$ cat config.mk
export PLATFORM = sky130hd
export DESIGN_NAME = pipe_hazard_ctrl_flat
export DESIGN_NICKNAME = d
export VERILOG_FILES = /design/src/rtl/pipe_hazard_ctrl_if.sv /design/src/rtl/pipe_hazard_ctrl.sv /design/src/flat_wrapper.sv
export SDC_FILE = /design/constraint.sdc
export NUM_CORES = 1
export LEC_CHECK = 0
export CAP_MARGIN = 0
export CORE_MARGIN = 8
export CORE_UTILIZATION = 40
export CTS_CLUSTER_SIZE = 28
export DETAILED_ROUTE_END_ITERATION = 12
export MAX_ROUTING_LAYER = met4
export PLACE_DENSITY = 0.83
export SLEW_MARGIN = 10
export SYNTH_ARGS = -nofsm -noshare
export SYNTH_HDL_FRONTEND = slang
export SYNTH_SLANG_ARGS = --single-unit
$ cat constraint.sdc
create_clock -name clk -period 1.7 [get_ports clk]
set_clock_uncertainty 0.05 [all_clocks]
set_input_delay 0.255 -clock clk [delete_from_list [all_inputs] [get_ports clk]]
set_output_delay 0.255 -clock clk [all_outputs]
set_load 0.1 [all_outputs]
$ cat src/rtl/pipe_hazard_ctrl_if.sv
// Hazard controller bundle between the IF/ID/EXE pipeline and pipe_hazard_ctrl.
//   master : pipeline side, drives ID/EXE status and halt_req, receives controls
//   slave  : controller side, samples status, drives pc_en/stop/flush/bubble,
//            halted and the two event counters
interface pipe_hazard_ctrl_if #(
    parameter int REG_BITS = 4,
    parameter int CNT_W    = 16
);
    logic [REG_BITS-1:0] id_rs1, id_rs2, id_rs3;
    logic                id_use1, id_use2, id_use3;
    logic [REG_BITS-1:0] exe_rd;
    logic                exe_rd_mem;
    logic                exe_wb_en;
    logic                exe_branch_taken;
    logic                halt_req;
    logic                pc_en;
    logic                ifid_stop;
    logic                ifid_flush;
    logic                idexe_bubble;
    logic                halted;
    logic [CNT_W-1:0]    stall_cnt;
    logic [CNT_W-1:0]    flush_cnt;

    modport master (
        output id_rs1, id_rs2, id_rs3, id_use1, id_use2, id_use3,
        output exe_rd, exe_rd_mem, exe_wb_en, exe_branch_taken, halt_req,
        input  pc_en, ifid_stop, ifid_flush, idexe_bubble, halted,
        input  stall_cnt, flush_cnt
    );

    modport slave (
        input  id_rs1, id_rs2, id_rs3, id_use1, id_use2, id_use3,
        input  exe_rd, exe_rd_mem, exe_wb_en, exe_branch_taken, halt_req,
        output pc_en, ifid_stop, ifid_flush, idexe_bubble, halted,
        output stall_cnt, flush_cnt
    );
endinterface

$ cat src/rtl/pipe_hazard_ctrl.sv
// Front-end hazard/sequencing controller: load-use stalls, taken-branch
// flushes, external halt, and saturating stall/flush event counters.
//   clk : rising-edge clock
//   rst : asynchronous active-low reset
//   hz  : pipe_hazard_ctrl_if.slave (ID/EXE status in, pipeline controls out)
// All controls are Mealy outputs of state plus current inputs.
module pipe_hazard_ctrl #(
    parameter int REG_BITS = 4,
    parameter int LOAD_LAT = 1,
    parameter int CNT_W    = 16
) (
    input  logic               clk,
    input  logic               rst,
    pipe_hazard_ctrl_if.slave  hz
);
    localparam logic [1:0] S_RUN   = 2'd0;
    localparam logic [1:0] S_STALL = 2'd1;
    localparam logic [1:0] S_HALT  = 2'd2;

    // The luh cycle is the first stall cycle, so STALL covers the rest.
    localparam logic [2:0] LCNT_INIT = 3'(LOAD_LAT - 1);

    logic [1:0]          state_q, state_d;
    logic [2:0]          lcnt_q, lcnt_d;
    logic [CNT_W-1:0]    stall_cnt_q, flush_cnt_q;

    logic [REG_BITS-1:0] rd_w;
    logic                luh;
    logic                pc_en_c, stop_c, flush_c, bubble_c, halted_c;

    assign rd_w = hz.exe_rd;
    assign luh  = hz.exe_rd_mem & hz.exe_wb_en &
                  ((hz.id_use1 & (hz.id_rs1 == rd_w)) |
                   (hz.id_use2 & (hz.id_rs2 == rd_w)) |
                   (hz.id_use3 & (hz.id_rs3 == rd_w)));

    always_comb begin
        state_d  = state_q;
        lcnt_d   = lcnt_q;
        pc_en_c  = 1'b1;
        stop_c   = 1'b0;
        flush_c  = 1'b0;
        bubble_c = 1'b0;
        halted_c = 1'b0;
        case (state_q)
            S_RUN: begin
                if (hz.exe_branch_taken) begin
                    // ID instruction is squashed, so its luh/halt are moot.
                    flush_c  = 1'b1;
                    bubble_c = 1'b1;
                end else if (luh) begin
                    pc_en_c  = 1'b0;
                    stop_c   = 1'b1;
                    bubble_c = 1'b1;
                    if (LOAD_LAT > 1) begin
                        state_d = S_STALL;
                        lcnt_d  = LCNT_INIT;
                    end
                end else if (hz.halt_req) begin
                    state_d = S_HALT;
                end
            end
            S_STALL: begin
                pc_en_c  = 1'b0;
                stop_c   = 1'b1;
                bubble_c = 1'b1;
                lcnt_d   = lcnt_q - 3'd1;
                if (lcnt_q == 3'd1) state_d = S_RUN;
            end
            S_HALT: begin
                pc_en_c  = 1'b0;
                stop_c   = 1'b1;
                bubble_c = 1'b1;
                halted_c = 1'b1;
                if (!hz.halt_req) state_d = S_RUN;
            end
            default: state_d = S_RUN;
        endcase
    end

    always_ff @(posedge clk or negedge rst) begin
        if (!rst) begin
            state_q     <= S_RUN;
            lcnt_q      <= 3'd0;
            stall_cnt_q <= '0;
            flush_cnt_q <= '0;
        end else begin
            state_q <= state_d;
            lcnt_q  <= lcnt_d;
            if (!pc_en_c && stall_cnt_q != '1)
                stall_cnt_q <= stall_cnt_q + CNT_W'(1);
            if (flush_c && flush_cnt_q != '1)
                flush_cnt_q <= flush_cnt_q + CNT_W'(1);
        end
    end

    // Reset forces every control low asynchronously.
    assign hz.pc_en        = rst & pc_en_c;
    assign hz.ifid_stop    = rst & stop_c;
    assign hz.ifid_flush   = rst & flush_c;
    assign hz.idexe_bubble = rst & bubble_c;
    assign hz.halted       = rst & halted_c;
    assign hz.stall_cnt    = stall_cnt_q;
    assign hz.flush_cnt    = flush_cnt_q;
endmodule

$ cat src/flat_wrapper.sv
// flat-port wrapper written by rule: the top's interface ports become plain ports
module pipe_hazard_ctrl_flat 
#(
    parameter int REG_BITS = 4,
    parameter int LOAD_LAT = 1,
    parameter int CNT_W    = 16
)
  (clk, rst, hz_id_rs1, hz_id_rs2, hz_id_rs3, hz_id_use1, hz_id_use2, hz_id_use3, hz_exe_rd, hz_exe_rd_mem, hz_exe_wb_en, hz_exe_branch_taken, hz_halt_req, hz_pc_en, hz_ifid_stop, hz_ifid_flush, hz_idexe_bubble, hz_halted, hz_stall_cnt, hz_flush_cnt);
  pipe_hazard_ctrl_if #(.REG_BITS(REG_BITS), .CNT_W(CNT_W)) hz_i ();
  input  logic clk;
  input  logic rst;
  input wire logic [$bits(hz_i.id_rs1)-1:0] hz_id_rs1;
  input wire logic [$bits(hz_i.id_rs2)-1:0] hz_id_rs2;
  input wire logic [$bits(hz_i.id_rs3)-1:0] hz_id_rs3;
  input wire logic [$bits(hz_i.id_use1)-1:0] hz_id_use1;
  input wire logic [$bits(hz_i.id_use2)-1:0] hz_id_use2;
  input wire logic [$bits(hz_i.id_use3)-1:0] hz_id_use3;
  input wire logic [$bits(hz_i.exe_rd)-1:0] hz_exe_rd;
  input wire logic [$bits(hz_i.exe_rd_mem)-1:0] hz_exe_rd_mem;
  input wire logic [$bits(hz_i.exe_wb_en)-1:0] hz_exe_wb_en;
  input wire logic [$bits(hz_i.exe_branch_taken)-1:0] hz_exe_branch_taken;
  input wire logic [$bits(hz_i.halt_req)-1:0] hz_halt_req;
  output wire logic [$bits(hz_i.pc_en)-1:0] hz_pc_en;
  output wire logic [$bits(hz_i.ifid_stop)-1:0] hz_ifid_stop;
  output wire logic [$bits(hz_i.ifid_flush)-1:0] hz_ifid_flush;
  output wire logic [$bits(hz_i.idexe_bubble)-1:0] hz_idexe_bubble;
  output wire logic [$bits(hz_i.halted)-1:0] hz_halted;
  output wire logic [$bits(hz_i.stall_cnt)-1:0] hz_stall_cnt;
  output wire logic [$bits(hz_i.flush_cnt)-1:0] hz_flush_cnt;
  assign hz_i.id_rs1 = hz_id_rs1;
  assign hz_i.id_rs2 = hz_id_rs2;
  assign hz_i.id_rs3 = hz_id_rs3;
  assign hz_i.id_use1 = hz_id_use1;
  assign hz_i.id_use2 = hz_id_use2;
  assign hz_i.id_use3 = hz_id_use3;
  assign hz_i.exe_rd = hz_exe_rd;
  assign hz_i.exe_rd_mem = hz_exe_rd_mem;
  assign hz_i.exe_wb_en = hz_exe_wb_en;
  assign hz_i.exe_branch_taken = hz_exe_branch_taken;
  assign hz_i.halt_req = hz_halt_req;
  assign hz_pc_en = hz_i.pc_en;
  assign hz_ifid_stop = hz_i.ifid_stop;
  assign hz_ifid_flush = hz_i.ifid_flush;
  assign hz_idexe_bubble = hz_i.idexe_bubble;
  assign hz_halted = hz_i.halted;
  assign hz_stall_cnt = hz_i.stall_cnt;
  assign hz_flush_cnt = hz_i.flush_cnt;
  pipe_hazard_ctrl #(.REG_BITS(REG_BITS), .LOAD_LAT(LOAD_LAT), .CNT_W(CNT_W)) u_core (.clk(clk), .rst(rst), .hz(hz_i));
endmodule
==> qor.txt <==
Run status = finished with violations
Failing checks = negative setup slack
Slew Viols, Final = 0
Worst R2R Path Depth = 6
Design area = 3560 um2
Reg clk slew, reported paths = 0.07 ns
Final setup vio count = 15
Startpoint Class = register
Fin. Hold Viols = 0
PnR worst setup slack = -0.100 ns
GRT Util Overall = 17.4%
Via density per instance = 5.36
Worst setup EP type = register
Setup TNS = -0.487 ns
Switching Share = 46.7%
Fin nets = 314
EDFF count, synth = 0
IO Pins = 62
Reg2reg setup slack = -0.10 ns
Initial Util = 40.5%
Largest net degree at the start of global routing = 19
Hold Crit Class = input port to asynchronous set/reset pin
Critical path arrival = 1.92 ns
Filler Cells Inserted = 203
Hpwl dp = 4210 um
Clock power frac = 13.0%
R2R Path Start = u_core.hz.stall_cnt[1]$_DFFE_PN0P_
Unique masters post-synth = 29
# Max-Cap Violations = 0
Top FF cell, synth = dfrtp_1
Post-layout util = 84.0%
CTS Hold Buffers Added = 0
Num CTS Buffers = 5
Mapped Cells = 168
Syn Std Cell Area = 1710 um2
VDD IR max = 1040 uV
Vias in the first global route = 1,943
Die ar. = 6640 um2
Slew HR = 78.7%
Root buf cell = clkbuf_8
Via count = 1,823
Final WL = 6040 um
Worst EP required = 1.82 ns
Drt drc = 0
Post-Syn Nets = 195
Drt pass-1 iters = 4
First-pass GRT wire length = 8860 um
Initial antenna violation count = 0
Async SR Flop Fraction = 100%
DRT iter0 DRCs = 79
# rows = 24
Flop pwr share = 26.7%
Switching power = 2.02 mW
GRT overflow = 0
Routed Antenna Nets = 0
Drt wl/cell = 17.8 um
Port Buffer Count = 61
CTS tree = done
Max frequency = 0.556 GHz
PD cells = 1220 nW/um2
#FFs+latches synth = 33
Layout cells sized above 1 = 66.7%
Slew @ Worst Pin = 0.318 ns
Diode count = 0
P_leak = 1.51 nW
Area Growth Syn to Fin = 107%
Comb pwr share = 60.3%
Die H = 81.5 um
Area taken by multi-input logic gates = 1130 um2
Clock latency on the worst-skew pair = 0.29 ns
Crit Path Category = register to register
Crit-path max FO = 2
Core area = 4230 um2
Sequential cell area fraction in the yosys report = 48.2%
H-Tree Depth = 2
RR Endpoint = u_core.hz.stall_cnt[1]$_DFFE_PN0P_
Tmin final = 1.80 ns
Placed cell area = 3340 um2
Syn avg cell area = 10.2 um2
CTS sink cnt = 33
Fin crit share = 106%
RSZ-0062 raised after global routing = yes
Max Root-Sink Buffers = 2
Register area = 903 um2
Die Wd = 81.5 um
Placer Congestion = 0.781
Synth warnings = 0
Internal = 2.31 mW
critical path, stage by stage (launching register included):
cell	delay, ns
dfrtp_4	0.44
ha_4	0.13
and3_4	0.19
nand2b_4	0.06
or3_4	0.35
and2_4	0.18
mux2_4	0.30
power groups by stage:
stage / sequential (mW) / clock, mW / combinational, mW
after floorplan: 2.17 / 0 / 0.395
after global placement: 1.15 / 0 / 2.47
after detailed placement: 1.15 / 0 / 2.52
after CTS: 1.14 / 0.578 / 2.56
after global routing: 1.17 / 0.610 / 2.72
final: 1.16 / 0.564 / 2.62
logic make-up after synthesis:
| logic type | after synthesis | share of synthesized area, % |
|---|---|---|
| AOI/OAI and AO/OA | 10 | 4.23 |
| xor gates and xnor gates | 40 | 20.4 |
| adders and majority gates | 2 | 1.46 |
| buffers and inverters | 4 | 0.949 |
| DFF | 33 | 48.2 |
| muxes | 2 | 1.53 |
| and+or+nand+nor | 77 | 23.2 |
Yosys cell counts (2+ instances only):
cell,count,area [um2]
inv_1,2,7.51
or3_1,2,12.5
xor2_1,9,78.8
a21oi_1,2,10.0
and3_1,10,62.6
dfrtp_1,33,826
xnor2_1,31,272
nand2b_1,2,12.5
nand4_1,11,68.8
and2_1,2,12.5
nand2_1,9,33.8
nor3_1,2,10.0
nor2b_1,2,12.5
nand3_1,19,95.1
nor2_1,16,60.1
a31oi_1,2,12.5
ha_1,2,25.0
through the flow:
step	instances	hold slack, ns	total power [mW]	setup slack, ns
after floorplan	168	-0.0906	2.57	-0.389
after global placement	319	0.454	3.61	-0.518
after detailed placement	319	0.474	3.68	-0.565
after CTS	332	0.172	4.28	-0.0570
after global routing	340	0.182	4.50	-0.132
final	340	0.187	4.34	-0.100
final cells by class:
| class | instances | share of cell area, % |
|---|---|---|
| clock inverters | 1 | 0.141 |
| repair buffers | 114 | 38.4 |
| clock buffers | 7 | 2.15 |
| inverters | 2 | 0.211 |
| multi-input cells | 131 | 31.9 |
| flip-flops and latches | 33 | 25.4 |
| well taps | 52 | 1.83 |
cells in the final DEF, fill, tap and decap left out, drive strengths merged, types with 3 or more instances in the layout:
cell type and n:
nor2 16, and3 10, buf 106, and2 3
nand2 9, nand4 11, dfrtp 33, xor2 9
dlygate4sd2 3, clkbuf 9, nand3 19, xnor2 31
repair_timing:
action / CTS / global route
pin swaps: 27 / 16
setup endpoints to repair: 23 / 24
endpoints found under the hold margin: 0 / 0
buffers inserted: 5 / 8
gates resized for setup: 86 / 14
registers in the layout, indices dropped and copies added (netlist names):
| name | flops |
|---|---|
| u_core.state_q | 1 |
| u_core.hz.flush_cnt | 16 |
| u_core.hz.stall_cnt | 16 |
per-layer routing:
metal	vias up	track usage, %	part of all wire, %
li1	825	-	-
met1	907	19.5	37
met2	77	29.8	55
met3	14	4.60	6.4
met4	0	5.00	1.4
met5	-	-	0
how the worst max path moves through the flow:
stage	start	endpoint	cells after the start
2_1_floorplan	u_core.hz.stall_cnt[0]$_DFFE_PN0P_	u_core.hz.stall_cnt[1]$_DFFE_PN0P_	6
4_1_cts	u_core.hz.stall_cnt[1]$_DFFE_PN0P_	u_core.hz.stall_cnt[1]$_DFFE_PN0P_	6
6_report	u_core.hz.stall_cnt[1]$_DFFE_PN0P_	u_core.hz.stall_cnt[1]$_DFFE_PN0P_	6
3_5_place_dp	hz_exe_rd[2]	u_core.hz.stall_cnt[1]$_DFFE_PN0P_	7
3_3_place_gp	hz_exe_rd[0]	hz_ifid_stop	7
5_1_grt	u_core.hz.stall_cnt[1]$_DFFE_PN0P_	u_core.hz.stall_cnt[1]$_DFFE_PN0P_	6
(Power assumes the default switching activity.)
